$ cat src/rtl/sdr_16_arbiter_pkg.sv
// Shared constants, arbitration state encoding and index helpers for the SDR arbiter.
// Latency: n/a (declarations only).
// Backpressure: n/a.
package sdr_16_arbiter_pkg;

    localparam int nr_fifo   = 16;
    localparam int nr_domain = 4;
    localparam int idx_w     = $clog2(nr_fifo);
    localparam int dom_w     = $clog2(nr_domain);

    // ARB: looking for a requester; OFFER: select presented to the controller;
    // BUSY: controller owns a transaction, select held at zero.
    typedef enum logic [1:0] {
        ARB   = 2'd0,
        OFFER = 2'd1,
        BUSY  = 2'd2
    } arb_state_t;

    // Each clock domain owns four consecutive FIFOs.
    function automatic logic [dom_w-1:0] fifo_domain(input logic [idx_w-1:0] idx);
        return idx[idx_w-1:idx_w-dom_w];
    endfunction

endpackage

$ cat src/rtl/sdr_16_arbiter_rr_pick16.sv
// Round-robin picker: first set request at or after the pointer, wrapping 15->0.
// Latency: purely combinational.
// Backpressure: none; the caller decides when to register the result.
module sdr_16_arbiter_rr_pick16
    import sdr_16_arbiter_pkg::*;
(
    input  logic [0:nr_fifo-1] req,
    input  logic [idx_w-1:0]   ptr,
    output logic [0:nr_fifo-1] gnt,
    output logic [idx_w-1:0]   idx,
    output logic               vld
);

    logic [idx_w-1:0] cand;

    // Scan the 16 positions starting at the pointer; the first hit wins.
    always_comb begin
        gnt  = '0;
        idx  = '0;
        vld  = 1'b0;
        cand = '0;
        for (int i = 0; i < nr_fifo; i++) begin
            cand = ptr + idx_w'(i);
            if (!vld && req[cand]) begin
                vld = 1'b1;
                idx = cand;
            end
        end
        gnt[idx] = vld;
    end

endmodule

$ cat src/rtl/sdr_16_arbiter.sv
// Round-robin FIFO select and periodic auto-refresh request for the 16-bit SDR control FSM.
// Latency: request -> select 1 cycle; taken -> select cleared 1 cycle; done -> next offer >= 2 cycles.
// Backpressure: an offer is held until sel_taken_i or withdrawal; refresh holds one pending request.
module sdr_16_arbiter
    import sdr_16_arbiter_pkg::*;
#(
    parameter int refresh_interval = 390,
    parameter int cnt_w            = 10
) (
    input  logic               sdram_clk,
    input  logic               sdram_rst,
    input  logic [0:nr_fifo-1] req_i,
    input  logic               sel_taken_i,
    input  logic               done_i,
    input  logic               cmd_aref_i,
    output logic [0:nr_fifo-1] fifo_sel_o,
    output logic [dom_w-1:0]   fifo_sel_domain_o,
    output logic               refresh_req_o,
    output logic               busy_o,
    output logic               refresh_overrun_o
);

    localparam logic [cnt_w-1:0] reload_val = cnt_w'(refresh_interval - 1);

    arb_state_t         state_q, state_nxt;
    logic [idx_w-1:0]   ptr_q, ptr_nxt;
    logic [idx_w-1:0]   gidx_q, gidx_nxt;
    logic [0:nr_fifo-1] sel_q, sel_nxt;
    logic [dom_w-1:0]   dom_q, dom_nxt;
    logic               busy_q;

    logic [0:nr_fifo-1] pick_gnt;
    logic [idx_w-1:0]   pick_idx;
    logic               pick_vld;

    logic [cnt_w-1:0]   refresh_cnt_q;
    logic               refresh_req_q;
    logic               refresh_overrun_q;
    logic               refresh_expire;

    sdr_16_arbiter_rr_pick16 u_pick (
        .req (req_i),
        .ptr (ptr_q),
        .gnt (pick_gnt),
        .idx (pick_idx),
        .vld (pick_vld)
    );

    // Arbitration state and registered select outputs; reset drops any offer or grant.
    always_ff @(posedge sdram_clk) begin
        if (sdram_rst) begin
            state_q <= ARB;
            ptr_q   <= '0;
            gidx_q  <= '0;
            sel_q   <= '0;
            dom_q   <= '0;
            busy_q  <= 1'b0;
        end else begin
            state_q <= state_nxt;
            ptr_q   <= ptr_nxt;
            gidx_q  <= gidx_nxt;
            sel_q   <= sel_nxt;
            dom_q   <= dom_nxt;
            busy_q  <= (state_nxt == BUSY);
        end
    end

    // Next-state logic; the select is zero outside OFFER so the controller never sees a stale grant.
    always_comb begin
        state_nxt = state_q;
        ptr_nxt   = ptr_q;
        gidx_nxt  = gidx_q;
        sel_nxt   = sel_q;
        dom_nxt   = dom_q;
        case (state_q)
            ARB: begin
                sel_nxt = '0;
                dom_nxt = '0;
                if (pick_vld) begin
                    state_nxt = OFFER;
                    sel_nxt   = pick_gnt;
                    dom_nxt   = fifo_domain(pick_idx);
                    gidx_nxt  = pick_idx;
                end
            end
            OFFER: begin
                // Taken beats a same-cycle withdrawal; the pointer only advances on a real grant.
                if (sel_taken_i) begin
                    state_nxt = BUSY;
                    ptr_nxt   = gidx_q + idx_w'(1);
                    sel_nxt   = '0;
                    dom_nxt   = '0;
                end else if (!req_i[gidx_q]) begin
                    state_nxt = ARB;
                    sel_nxt   = '0;
                    dom_nxt   = '0;
                end
            end
            BUSY: begin
                sel_nxt = '0;
                dom_nxt = '0;
                if (done_i) begin
                    state_nxt = ARB;
                end
            end
            default: begin
                state_nxt = ARB;
                sel_nxt   = '0;
                dom_nxt   = '0;
            end
        endcase
    end

    assign refresh_expire = (refresh_cnt_q == '0);

    // Free-running refresh timer: one pending request, a fresh expiry beats a same-cycle ack,
    // and an expiry on an unacknowledged request is flagged until reset.
    always_ff @(posedge sdram_clk) begin
        if (sdram_rst) begin
            refresh_cnt_q     <= reload_val;
            refresh_req_q     <= 1'b0;
            refresh_overrun_q <= 1'b0;
        end else begin
            if (refresh_expire) begin
                refresh_cnt_q <= reload_val;
                refresh_req_q <= 1'b1;
                if (refresh_req_q && !cmd_aref_i) begin
                    refresh_overrun_q <= 1'b1;
                end
            end else begin
                refresh_cnt_q <= refresh_cnt_q - cnt_w'(1);
                if (cmd_aref_i) begin
                    refresh_req_q <= 1'b0;
                end
            end
        end
    end

    assign fifo_sel_o        = sel_q;
    assign fifo_sel_domain_o = dom_q;
    assign busy_o            = busy_q;
    assign refresh_req_o     = refresh_req_q;
    assign refresh_overrun_o = refresh_overrun_q;

endmodule

$ cat config.mk
export PLATFORM = sky130hd
export DESIGN_NAME = sdr_16_arbiter
export DESIGN_NICKNAME = d
export VERILOG_FILES = /design/src/rtl/sdr_16_arbiter_pkg.sv /design/src/rtl/sdr_16_arbiter_rr_pick16.sv /design/src/rtl/sdr_16_arbiter.sv
export SDC_FILE = /design/constraint.sdc
export NUM_CORES = 1
export LEC_CHECK = 0
export ABC_AREA = 1
export CORE_MARGIN = 5
export CORE_UTILIZATION = 60
export CTS_CLUSTER_SIZE = 14
export DETAILED_ROUTE_END_ITERATION = 10
export PLACE_DENSITY = 0.81
export SYNTH_ARGS = -nofsm -noshare
export SYNTH_HDL_FRONTEND = slang
export SYNTH_SLANG_ARGS = --single-unit
$ cat constraint.sdc
create_clock -name sdram_clk -period 5.2 [get_ports sdram_clk]
set_input_delay 1.3 -clock sdram_clk [delete_from_list [all_inputs] [get_ports sdram_clk]]
set_output_delay 1.3 -clock sdram_clk [all_outputs]
set_load 0.02 [all_outputs]
---- Word level (Yosys, flattened, before mapping) ----
Cells that the tools add are included.
word-level totals
  word-level logic and storage cells ...... 208
  register bits ........................... 41
  input bits .............................. 21
cells by class
  multiplexer cells ....................... 100
  $add $sub $neg .......................... 17
  equal/unequal tests ..................... 4
  order comparisons ....................... 19
  reductions and logical operators ........ 40
  bitwise operators ....................... 19
operator list
  operator                                            number
  >= comparator 5 bit, second input constant          18
  NOT 4 -> 5 bit                                      18
  binary-select mux 1 bit (select 4 bit)              17
  2-to-1 mux 4 bit                                    16
  2-to-1 mux 1 bit                                    53
  2-to-1 mux 16 bit                                   3
  adder 4 bit, second input constant                  8
  one-hot mux 16 bit (2 select lines)                 1
  logical AND 1 bit                                   17
  adder 4 x 3 -> 4 bit, second input constant         4
  bitwise AND 16 bit                                  1
  zero test 1 bit                                     16
  2-to-1 mux 2 bit                                    7
  zero test 10 bit                                    1
  subtractor 10 x 1 -> 10 bit, second input constant  1
  adder 4 x 1 -> 4 bit, second input constant         2
  adder 4 x 2 -> 4 bit, second input constant         2
  one-hot mux 2 bit (3 select lines)                  1
  AND reduction 2 bit                                 3
  < comparator 5 x 1 -> 1 bit, second input constant  1
  demux 1 bit (select 4 bit)                          1
  == test 2 bit, second input constant                2
  one-hot mux 2 bit (2 select lines)                  1
  != test 3 bit, second input constant                1
  4 further kinds                                     4

---- Longest topological paths before layout ----
Gate-level depths: netlist of the first run.
  depth in word-level cells ............... 58
  gate-level depth with buffers ........... 25
  mapped depth without buffers ............ 24

---- Hierarchy ----
From an unflattened synthesis of the first run, not the netlist that was laid out.
unflattened totals
  cells, all modules ...................... 637
  area total of the unflattened synthesis .. 3839.9 sq um
modules (own cells, without submodules)
  module                    area each (sq um)  times used  cells each
  sdr_16_arbiter_rr_pick16  1960.6             1           399
  sdr_16_arbiter            1879.3             1           238

---- Least setup slack after synthesis of the first run ----
No wires, ideal clock.
  path kind ............................... input to register
  from .................................... in req_i[11] (netlist bit)
  to ...................................... reg sel_q, in the netlist fifo_sel_o[12]
  stages on the path ...................... 19
  path slack .............................. 1.767 ns
  setup time .............................. 0.067 ns
  data arrival time ....................... 3.366 ns
  cells stage by stage .................... nand2_1 nand3_1 nand3_1 nand2_2 nand2_4 nand2_4 nor2_4 nand4_4 nor2_4 nand4_4 nor2_4 nand4_4 nor2_4 nand3_1 nand4_1 nand2_2 nor2_4 nand2_1 a21oi_2
between the ends
  longest elaborated chain between the ends .. 57
  elaborated cells on any way between the ends .. 123
RTL lines
  what                                                                                      RTL line                        source
  start: declaration                                                                        sdr_16_arbiter.sv:12            input logic [0:nr_fifo-1] req_i,
  binary-select mux 1 bit (select 4 bit)                                                    sdr_16_arbiter_rr_pick16.sv:24  if (!vld && req[cand]) begin
  2-to-1 mux 1 bit (not written as such) (2 in a row)                                       sdr_16_arbiter_rr_pick16.sv:24
  2-to-1 mux 1 bit                                                                          sdr_16_arbiter_rr_pick16.sv:24
  zero test 1 bit                                                                           sdr_16_arbiter_rr_pick16.sv:24
  logical AND 1 bit                                                                         sdr_16_arbiter_rr_pick16.sv:24
  2-to-1 mux 1 bit                                                                          sdr_16_arbiter_rr_pick16.sv:24
  zero test 1 bit                                                                           sdr_16_arbiter_rr_pick16.sv:24
  logical AND 1 bit                                                                         sdr_16_arbiter_rr_pick16.sv:24
  [... 40 more ...]                                                                         -
  NOT 4 -> 5 bit (not written as such)                                                      sdr_16_arbiter_rr_pick16.sv:29  gnt[idx] = vld;
  >= comparator 5 bit (not written as such) or < comparator 5 x 1 -> 1 bit (tied branches)  sdr_16_arbiter_rr_pick16.sv:29
  logical AND 1 bit (not written as such)                                                   sdr_16_arbiter_rr_pick16.sv:29
  2-to-1 mux 1 bit (not written as such)                                                    sdr_16_arbiter_rr_pick16.sv:29
  demux 1 bit (select 4 bit)                                                                sdr_16_arbiter_rr_pick16.sv:29
  bitwise AND 16 bit (no line)                                                              -
  2-to-1 mux 16 bit                                                                         sdr_16_arbiter.sv:79            if (pick_vld) begin
  one-hot mux 16 bit (2 select lines)                                                       sdr_16_arbiter.sv:75            case (state_q)
  end signal: assignment                                                                    sdr_16_arbiter.sv:62            sel_q <= sel_nxt;
  end: declaration                                                                          sdr_16_arbiter.sv:28            logic [0:nr_fifo-1] sel_q, sel_nxt;
Several ways; a longest one is shown, not always the timed one. The select of a mux whose other input is x is not followed.
A chain may end at the register's enable or synchronous reset.

---- Worst setup path in the final report of the first run ----
  from .................................... reg ptr_q[2]
  to ...................................... reg sel_q, in the netlist fifo_sel_o[12]
between the ends
  longest elaborated chain between the ends .. 58
  elaborated cells on any way between the ends .. 150
RTL lines
  what                                                                           RTL line              source
  start: declaration                                                             sdr_16_arbiter.sv:26  logic [idx_w-1:0] ptr_q, ptr_nxt;
  start signal: assignment                                                       sdr_16_arbiter.sv:60  ptr_q <= ptr_nxt;
  parallel branches: the longest is 56 deep, another holds adder 4 x 1 -> 4 bit  -
  2-to-1 mux 16 bit *                                                            sdr_16_arbiter.sv:79
  one-hot mux 16 bit (2 select lines) *                                          sdr_16_arbiter.sv:75
Mark *: on every way between the ends. The select of a mux whose other input is x is not followed.

==> impl_metrics.csv, run 1 <==
group,metric,value,unit
timing,finalCriticalPeriod,4.245,ns
synth,synth-main-ff-cell,"dfxtp_1",
clock_network,htree_num_levels,2,
setup_path,cp_num_buf_inv,2,
floorplanning,core_area,5886,µm²
run,max_cap_viol_count,0,
routing,dr.pass1.iters,8,
global_route,grt_pass1_wl,17.64,mm
power,p_sw,0.6800,mW
setup_path,r2r_slack,0.95,ns
cells_and_area,stdcell_area,4168,µm²
floorplanning,die_width,87.49,µm
timing,period_share,81.64,%
floorplanning,initial_core_util,61.20,%
routing,wl,10.68,mm
timing,tns,0,ns
clock_network,hold_buffers,0,
synth,ys_async_sr_fraction,0,%
global_route,antenna_found_initial,0,
synth,yosysUniqueCellTypes,42,
routing,wl_per_cell,15.18,µm
setup_path,endpoint,"fifo_sel_o[12]$_SDFFE_PP0P_",
setup_path,end_kind,"register",
timing,max_freq,235.6,MHz
setup_path,worstSetupStartpointType,"register",
setup_path,rr_worst_depth,18,
place,hpwl,8.275,mm
floorplanning,core.rowCount,28,
clock_network,clockBufferDepth,2,
clock_network,cts_buffers,5,
cells_and_area,diodes,0,
synth,syn_avg_cell_area,6.116,µm²
place,io_buffers,41,
worst_hold_path,hp-start,"refresh_cnt_q[0]$_SDFF_PP1_",
synth,seq_area_frac_synth,22.79,%
synth,synth-edff-count,0,
global_route,overflow,0,
setup_path,critPathArrivalTime,4.46,ns
setup_path,worst_ep_required_time,5.41,ns
cells_and_area,register_area,820.8,µm²
global_route,grt_max_degree,24,
setup_path,critPathMaxFanout,14,
worst_hold_path,hold_class,"reg2reg",
synth,yosys_warnings,0,
power,p_int,0.7213,mW
routing,vias,4120,
power,p_per_area,336.2,nW/µm²
global_route,globalRouteTotalUtil,29.09,%
cells_and_area,syn_to_final_growth,15.70,%
cells_and_area,nets,658,
place,gp_congestion,1.045,
floorplanning,design.die.area,7654,µm²
cells_and_area,final_common_cell,"nand2_1",
status,status,"complete, no violations",
synth,synth.ff_latch_count,41,
setup_path,crit_chain,"inv_2, ha_1, inv_1, nand3_1, nand3_1, nand2_2, nand4_4, nor2_4, nand4_4, nor2_4, nand4_4, nor2_4, nand3_1, nand4_1, nand2_2, nor2_4, nand2_1, a21oi_2",
global_route,grt_pass1_vias,3723,
setup_path,cp_num_cells,18,
power,clkPwrFrac,17.9,%
power,switching_share,48.53,%
timing,slew_violations,0,
place,place_area,4064,µm²
power,power_leakage,1.875,nW
clock_network,path_clk_slew,0.08,ns
timing,worst_pin_slew,0.7377,ns
setup_path,cpPeakStageDelay,0.80,ns
timing,skew,0.008461,ns
clock_network,cts_root_buf,"clkbuf_8",
routing,drt_iter0_markers,393,
timing,maxSlewHeadroom,50.75,%
setup_path,path_class,"reg2reg",
routing,drcViolationCount,0,
routing,avgViaCountPerCell,5.861,
synth,mappedNetlistArea,3602,µm²
cells_and_area,layout_common_cells,"nand2_1 (146), nand3_1 (112), nor2_1 (65)",
routing,ant_nets,0,
setup_path,timing.rr.start,"ptr_q[2]$_SDFFE_PP0P_",
setup_path,startpoint,"ptr_q[2]$_SDFFE_PP0P_",
floorplanning,io_pins,42,
clock_network,cts_setup_buffers,0,
power,power_frac_comb,55.0,%
cells_and_area,drive_gt1_share,9.395,%
setup_path,path_delay_family,"simple AND/OR/NAND/NOR gates",
cells_and_area,fillers,538,
power,pwr-share-seq,27.0,%
synth,synth_nets,619,
synth,syn_inst,589,
setup_path,cp_slowest_cell,"dfxtp_1",
clock_network,tritoncts,"built",
clock_network,clock_latency,0.30,ns
power,ir_drop,0.2159,mV
setup_path,worstReg2RegEnd,"fifo_sel_o[12]$_SDFFE_PP0P_",
timing,rsz0062_at_grt,"false",
timing,setup_viol,0,
timing,hold_viol,0,
clock_network,cts_resized,0,
setup_path,path_common_cell,"nor2_4",
clock_network,clkSinkCount,41,
floorplanning,die_h,87.49,µm
cells_and_area,multiInputGateArea,2444,µm²
-- area by class of cell --
class | instances | share of cell area [%]
multi-input cells | 468 | 58.63
flip-flops and latches | 41 | 19.69
repair buffers | 48 | 11.11
inverters | 64 | 5.824
well taps | 75 | 2.252
clock buffers | 5 | 1.651
clock inverters | 2 | 0.8406
-- metal layers --
layer	global-route usage (%)	vias to the layer above	part of all wire [%]
met5	0	-	0
met2	47.53	214	46
met4	9.623	0	3.1
li1	-	2025	-
met1	38.74	1848	42
met3	4.825	33	8.6
-- metrics by stage --
| stage | total power, mW | std cells | utilization [%] | setup WS, ns | hold slack [ns] |
|---|---|---|---|---|---|
| after detailed placement | 1.135 | 696 | 69.05 | 0.8648 | 0.3785 |
| after CTS | 1.388 | 703 | 70.81 | 1.050 | 0.3980 |
| final | 1.401 | 703 | 70.81 | 0.9546 | 0.3971 |
| after global routing | 1.503 | 703 | 70.81 | 0.6237 | 0.4411 |
| after global placement | 1.127 | 696 | 69.05 | 0.9612 | 0.3734 |
| after floorplan | 0.9367 | 589 | - | 1.767 | 0.3656 |
-- registers in the layout, summed over array words and instances, names as in the netlist --
register,count
fifo_sel_o,16
refresh_cnt_q,10
gidx_q,4
ptr_q,4
fifo_sel_domain_o,2
state_q,2
busy_o,1
refresh_overrun_o,1
refresh_req_o,1
-- cell families (layout without fill, tap and decap cells) --
family                   count (synthesis)  after routing  share of synthesized area [%]
AO/OA/AOI/OAI                           73             73                          12.05
XOR/XNOR                                13             13                          3.786
adder cells (fa/ha/maj)                  9              9                          3.126
buffers and inverters                   80            119                          9.378
flip-flops                              41             41                          22.79
AND/OR/NAND/NOR                        373            373                          48.87
-- worst reg2reg max path, cell delays in order (launching register included) --
cell and delay, ns:
dfxtp_1 0.80, inv_2 0.29, ha_1 0.62, inv_1 0.25
nand3_1 0.19, nand3_1 0.10, nand2_2 0.16, nand4_4 0.15
nor2_4 0.16, nand4_4 0.12, nor2_4 0.18, nand4_4 0.12
nor2_4 0.19, nand3_1 0.14, nand4_1 0.22, nand2_2 0.13
nor2_4 0.14, nand2_1 0.07, a21oi_2 0.13
-- power by group through the flow --
stage	Combinational, mW	Clock (mW)	Sequential [mW]
floorplan	0.550	0	0.387
finish	0.771	0.251	0.379
global route	0.855	0.267	0.382
CTS	0.757	0.253	0.378
global placement	0.743	0	0.384
detailed placement	0.751	0	0.384
-- synthesized netlist by cell type, drive strengths merged (3+ instances only) --
cell type    n  share of area [%]
nand2      159                 18
nand3      113                 16
nor2        75                9.3
inv         63                6.6
dfxtp       41                 23
a21oi       35                5.3
o21ai       24                3.4
nand4       18                4.4
buf         12                2.2
xor2        10                3.1
ha           9                3.1
nor3         5               0.83
clkbuf       4               0.42
o221ai       3               0.73
xnor2        3               0.73
-- worst min-delay path by stage --
stage / end / slack [ns] / depth (start not counted)
final: refresh_cnt_q[0]$_SDFF_PP1_ / 0.40 / 1
after global routing: refresh_cnt_q[0]$_SDFF_PP1_ / 0.44 / 1
after CTS: refresh_cnt_q[0]$_SDFF_PP1_ / 0.40 / 1
after detailed placement: refresh_cnt_q[0]$_SDFF_PP1_ / 0.38 / 1
after global placement: refresh_cnt_q[0]$_SDFF_PP1_ / 0.37 / 1
after floorplan: refresh_cnt_q[0]$_SDFF_PP1_ / 0.37 / 1
Power figures use the tool's default switching activity.
==> run 2, diff against run 1 <==
CORE_UTILIZATION = 52   (was 60)
PLACE_DENSITY = 0.74   (was 0.81)
clock period = 3.9 ns   (was 5.2 ns; I/O delays follow)
==> run 2 against run 1 <==
  * Clock-buffer cell count did not move
  * Via count grew 0.15%
  * Die area grew 14%
  * Register-to-register slack got worse by 0.64 ns
  * Critical path type is now in2reg
  * Largest cell class unchanged
  * Largest power group unchanged
==> impl_metrics.csv, run 2 (same netlist as run 1, synthesis figures left out) <==
group,metric,value,unit
status,status,"complete, no violations",
cells_and_area,drive_gt1_share,14.68,%
power,ir_drop,0.3448,mV
place,gp_congestion,1.007,
timing,setup_viol,0,
routing,wl,10.95,mm
floorplanning,die_h,93.23,µm
global_route,overflow,0,
clock_network,clock_latency,0.30,ns
floorplanning,core.rowCount,30,
routing,dr.pass1.iters,5,
cells_and_area,syn_to_final_growth,22.68,%
cells_and_area,fillers,627,
timing,max_freq,271.5,MHz
clock_network,cts_root_buf,"clkbuf_8",
cells_and_area,diodes,0,
setup_path,cp_slowest_cell,"clkdlybuf4s50_1",
clock_network,htree_num_levels,2,
place,hpwl,8.425,mm
power,p_per_area,447.8,nW/µm²
setup_path,critPathArrivalTime,3.92,ns
floorplanning,die_width,93.23,µm
timing,period_share,94.43,%
timing,maxSlewHeadroom,60.32,%
floorplanning,initial_core_util,53.31,%
clock_network,clkSinkCount,41,
setup_path,critPathMaxFanout,5,
place,pre_cts_slack,-0.06621,ns
timing,worst_slack,0.2172,ns
routing,highest_layer,"met4",
cells_and_area,layout_common_cells,"nand2_1 (144), nand3_1 (104), nor2_1 (61)",
cells_and_area,largest_reg_flops,16,
routing,drt_iter0_markers,414,
cells_and_area,final_common_cell,"nand2_1",
setup_path,crit_chain,"clkdlybuf4s50_1, nand2_1, nand3_2, nand3_2, nand2_1, nand2_1, nand2_2, nor2_4, nand4_4, nor2_4, nand4_4, nor2_4, nand4_4, nor2_4, nand4_1, nand4_1, nand2_2, buf_4, o21ai_1, nand2_1, inv_1",
setup_path,cp_num_buf_inv,3,
timing,finalCriticalPeriod,3.683,ns
global_route,grt_pass1_wl,17.86,mm
routing,ant_nets,0,
setup_path,worstSetupStartpointType,"primary input",
timing,worst_pin_slew,0.5931,ns
global_route,globalRouteTotalUtil,25.22,%
run,max_cap_viol_count,0,
floorplanning,core_area,6756,µm²
routing,drcViolationCount,0,
setup_path,path_delay_family,"simple AND/OR/NAND/NOR gates",
routing,route.met2.wl,5.134,mm
timing,tns,0,ns
floorplanning,io_pins,42,
setup_path,end_kind,"register",
global_route,antenna_found_initial,0,
routing,avgViaCountPerCell,5.675,
power,power_leakage,2.039,nW
setup_path,cpPeakStageDelay,0.46,ns
routing,wl_per_cell,15.06,µm
global_route,grt_max_degree,20,
cells_and_area,nets,676,
clock_network,path_clk_slew,0.08,ns
clock_network,tritoncts,"built",
global_route,grt_pass1_vias,3706,
timing,slew_violations,0,
clock_network,clockBufferDepth,2,
routing,m1WireLength,4.911,mm
cells_and_area,fin_util,65.41,%
worst_hold_path,hold_class,"reg2reg",
clock_network,cts_buffers,5,
floorplanning,design.die.area,8692,µm²
setup_path,path_class,"in2reg",
place,io_buffers,41,
routing,wl_met3,744,µm
setup_path,worst_ep_required_time,4.14,ns
routing,vias,4126,
timing,hold_viol,0,
timing,skew,0.01241,ns
==> run 2: cell types whose count changed in the layout (fill, tap and decap cells not counted), sizes merged <==
cell / previous run / this run
buf: 7 / 24
nor2: 75 / 76
dlymetal6s2s: 0 / 6
inv: 63 / 62
clkinvlp: 0 / 2
clkdlybuf4s50: 41 / 35
==> run 2: worst register-to-register path, stage by stage, from the launching register on <==
cell	delay, ns
dfxtp_1	0.52
inv_2	0.21
ha_1	0.23
nand2_1	0.06
nand2_1	0.06
xor2_1	0.33
inv_1	0.15
o21ai_4	0.27
inv_1	0.12
nand4_1	0.12
nor2_1	0.07
nand2_1	0.11
nor2_1	0.06
nor2_1	0.10
nand3_1	0.10
nor2_2	0.14
nand4_1	0.23
buf_4	0.21
nor2_2	0.18
nand3_1	0.12
a21oi_1	0.15
==> run 2: power breakdown <==
part | internal, mW | total [mW] | switching (mW)
registers | 0.458 | 0.495 | 0.0367
logic | 0.377 | 1.14 | 0.762
clock network | 0.192 | 0.345 | 0.153
==> run 2: path summary, 6_finish.rpt <==
kind                                     from                          end  slack (ns)  cells past startpoint
setup reg to reg        ptr_q[2]$_SDFFE_PP0P_   fifo_sel_o[4]$_SDFFE_PP0P_        0.31                     20
setup / recovery                    req_i[11]       gidx_q[3]$_SDFFE_PP0P_        0.22                     21
hold reg to reg   refresh_cnt_q[0]$_SDFF_PP1_  refresh_cnt_q[0]$_SDFF_PP1_        0.39                      1
hold / removal    refresh_cnt_q[0]$_SDFF_PP1_  refresh_cnt_q[0]$_SDFF_PP1_        0.39                      1
==> run 2: final cells by class <==
class                      instances  area (µm²)  area share (%)
inverter                          64       246.5           5.578
sequential                        41       820.8           18.57
multi-input combinational        469        2531           57.28
timing repair buffer              65       605.6           13.70
clock buffer                       5       68.82           1.557
clock inverter                     3       46.29           1.048
tap                               80       100.1           2.265
==> run 2: timing repair <==
action                     4_1_cts  5_1_grt
hold buffers                     0        0
setup endpoints to repair        0       16
setup buffers                    0        6
gates resized for setup          0       26
==> run 2: stage by stage <==
step | hold slack [ns] | area [µm²] | std cells | power, mW
2_1_floorplan | 0.3656 | 3602 | 589 | 1.249
3_3_place_gp | 0.3750 | 4153 | 712 | 1.546
3_5_place_dp | 0.3769 | 4153 | 712 | 1.551
4_1_cts | 0.3963 | 4268 | 720 | 1.902
5_1_grt | 0.4057 | 4419 | 727 | 2.124
6_report | 0.3930 | 4419 | 727 | 1.979
==> run 2: metal layers <==
| metal | vias up | global-route usage, % |
|---|---|---|
| li1 | 2067 | - |
| met1 | 1870 | 35.19 |
| met2 | 171 | 41.39 |
| met3 | 18 | 3.298 |
| met4 | 0 | 5.372 |
| met5 | - | 0 |
==> run 3, diff against run 2 <==
CORE_UTILIZATION = 25   (was 52)
PLACE_DENSITY = 0.39   (was 0.74)
==> run 3 against run 2 <==
  * Critical path depth unchanged
  * Sequential power increased by 1%
  * Global-route usage decreased by 9.2 points
  * Setup slack improved by 0.012 ns
  * Utilization decreased by 30 points
  * Clock power increased by 44%
  * Flip-flop and latch count unchanged
  * Maximum frequency increased by 0.32%
  * Clock-buffer cell count increased by 1
  * Via count increased by 1.1%
  * Critical path type unchanged
==> impl_metrics.csv, run 3 (same netlist as run 1, synthesis figures left out) <==
group,metric,value,unit
status,status,"complete, no violations",
clock_network,clkSinkCount,41,
place,io_buffers,41,
routing,wl,13.46,mm
cells_and_area,largest_reg_flops,16,
timing,tns,0,ns
floorplanning,core.rowCount,43,
setup_path,worst_ep_required_time,4.12,ns
setup_path,critPathArrivalTime,3.90,ns
routing,wl_per_cell,15.47,µm
timing,period_share,94.13,%
timing,hold_viol,0,
setup_path,timing.rr.start,"ptr_q[1]$_SDFFE_PP0P_",
setup_path,end_kind,"register",
floorplanning,design.die.area,16910,µm²
clock_network,htree_num_levels,2,
clock_network,cts_buffers,5,
timing,setup_viol,0,
timing,worst_pin_slew,0.6138,ns
cells_and_area,diodes,0,
worst_hold_path,hp-start,"refresh_cnt_q[0]$_SDFF_PP1_",
routing,drcViolationCount,0,
routing,avgViaCountPerCell,4.795,
global_route,grt_pass1_wl,20.87,mm
floorplanning,die_width,130.0,µm
cells_and_area,nets,719,
place,hpwl,10.91,mm
global_route,grt_pass1_vias,3907,
timing,slew_violations,0,
routing,dr.pass1.iters,7,
routing,drt_iter0_markers,213,
setup_path,startpoint,"req_i[5]",
worst_hold_path,hold_depth,1,
cells_and_area,stdcell_area,4949,µm²
cells_and_area,drive_gt1_share,20.29,%
setup_path,worstReg2RegEnd,"fifo_sel_o[15]$_SDFFE_PP0P_",
timing,finalCriticalPeriod,3.671,ns
clock_network,cts_root_buf,"clkbuf_16",
floorplanning,core_area,13990,µm²
worst_hold_path,hold_path_end,"refresh_cnt_q[0]$_SDFF_PP1_",
clock_network,clockBufferDepth,2,
cells_and_area,syn_to_final_growth,37.37,%
cells_and_area,final_common_cell,"nand2_1",
global_route,globalRouteTotalUtil,15.99,%
global_route,antenna_found_initial,0,
clock_network,tritoncts,"built",
power,power_leakage,2.293,nW
timing,maxSlewHeadroom,58.93,%
worst_hold_path,hold_class,"reg2reg",
setup_path,r2r_slack,0.27,ns
routing,ant_nets,0,
timing,skew,0.007475,ns
run,max_cap_viol_count,0,
floorplanning,io_pins,42,
clock_network,path_clk_slew,0.06,ns
timing,max_freq,272.4,MHz
cells_and_area,layout_common_cells,"nand2_1 (142), nand3_1 (107), buf_4 (66)",
routing,vias,4172,
floorplanning,initial_core_util,25.75,%
power,ir_drop,0.2145,mV
floorplanning,die_h,130.0,µm
clock_network,clock_latency,0.29,ns
setup_path,rr_worst_depth,22,
global_route,overflow,0,
place,place_area,4583,µm²
setup_path,worstSetupStartpointType,"primary input",
clock_network,hold_buffers,0,
power,p_per_area,463.9,nW/µm²
place,gp_congestion,0.9231,
setup_path,path_class,"in2reg",
global_route,grt_max_degree,25,
setup_path,critPathMaxFanout,5,
-- run 3: cell types whose count changed in the layout (fill, tap and decap cells not counted), moves of 2 or more --
cell	before	now
clkbuf_16	0	5
nand2_2	12	14
clkdlybuf4s50_1	35	31
nand3_2	9	6
nor2_4	7	9
dlymetal6s2s_1	6	10
nand2_1	144	142
clkbuf_8	5	1
buf_4	24	66
nand3_1	104	107
-- run 3: area by class of cell --
class,instances,area [µm²]
sequential,41,820.8
multi-input combinational,469,2535
tap,180,225.2
fill,1588,9040
clock buffer,6,138.9
timing repair buffer,108,942.2
clock inverter,2,37.54
inverter,64,249.0
-- run 3: critical path, cell delays in order --
cell             delay (ns)
clkdlybuf4s50_1        0.47
nand2_1                0.12
nand3_1                0.11
nand3_1                0.09
nand2_2                0.11
nand2_4                0.09
nand2_4                0.07
nor2_4                 0.14
nand4_4                0.11
nor2_4                 0.15
nand4_4                0.11
nor2_4                 0.17
nand4_4                0.14
nor2_4                 0.19
nand4_1                0.14
nand4_1                0.10
buf_4                  0.15
nand2_2                0.08
nor2_4                 0.18
nand2_1                0.09
a21oi_2                0.12
-- run 3: timing repair --
item | in CTS | in global routing
endpoints found under the setup margin | 0 | 20
resized for setup | 0 | 34
buffers inserted | 0 | 10
-- run 3: per-layer routing --
| metal | vias up | global-route usage, % | wire length [µm] |
|---|---|---|---|
| met1 | 1913 | 23.01 | 6698 |
| met5 | - | 0 | 0 |
| li1 | 2149 | - | - |
| met3 | 10 | 2.169 | 517 |
| met2 | 100 | 25.59 | 6109 |
| met4 | 0 | 3.178 | 131 |
-- run 3: worst max path at each step --
stage | to | slack, ns | depth (start not counted)
floorplan | fifo_sel_o[12]$_SDFFE_PP0P_ | 0.58 | 23
global placement | fifo_sel_o[1]$_SDFFE_PP0P_ | -0.18 | 19
detailed placement | fifo_sel_o[1]$_SDFFE_PP0P_ | -0.19 | 22
CTS | fifo_sel_o[1]$_SDFFE_PP0P_ | 0.11 | 22
global route | fifo_sel_o[12]$_SDFFE_PP0P_ | -0.01 | 21
finish | fifo_sel_o[15]$_SDFFE_PP0P_ | 0.23 | 21
-- run 3: through the flow --
step           utilization [%]  power [mW]  hold WS, ns  setup WS [ns]  instances
2_1_floorplan                -       1.249       0.3656         0.5808        589
3_3_place_gp             32.76       1.743       0.3767        -0.1848        851
3_5_place_dp             32.76       1.742       0.3805        -0.1925        851
4_1_cts                  34.03       2.249       0.3961         0.1108        859
5_1_grt                  35.38       2.469       0.4115       -0.01346        870
6_report                 35.38       2.295       0.3918         0.2290        870
-- run 3: power by group --
| part | switching [mW] | total (mW) | internal (mW) | leakage (nW) |
|---|---|---|---|---|
| clock | 0.178 | 0.497 | 0.320 | 0.0831 |
| combinational | 0.817 | 1.30 | 0.479 | 1.88 |
| sequential | 0.0434 | 0.502 | 0.459 | 0.334 |
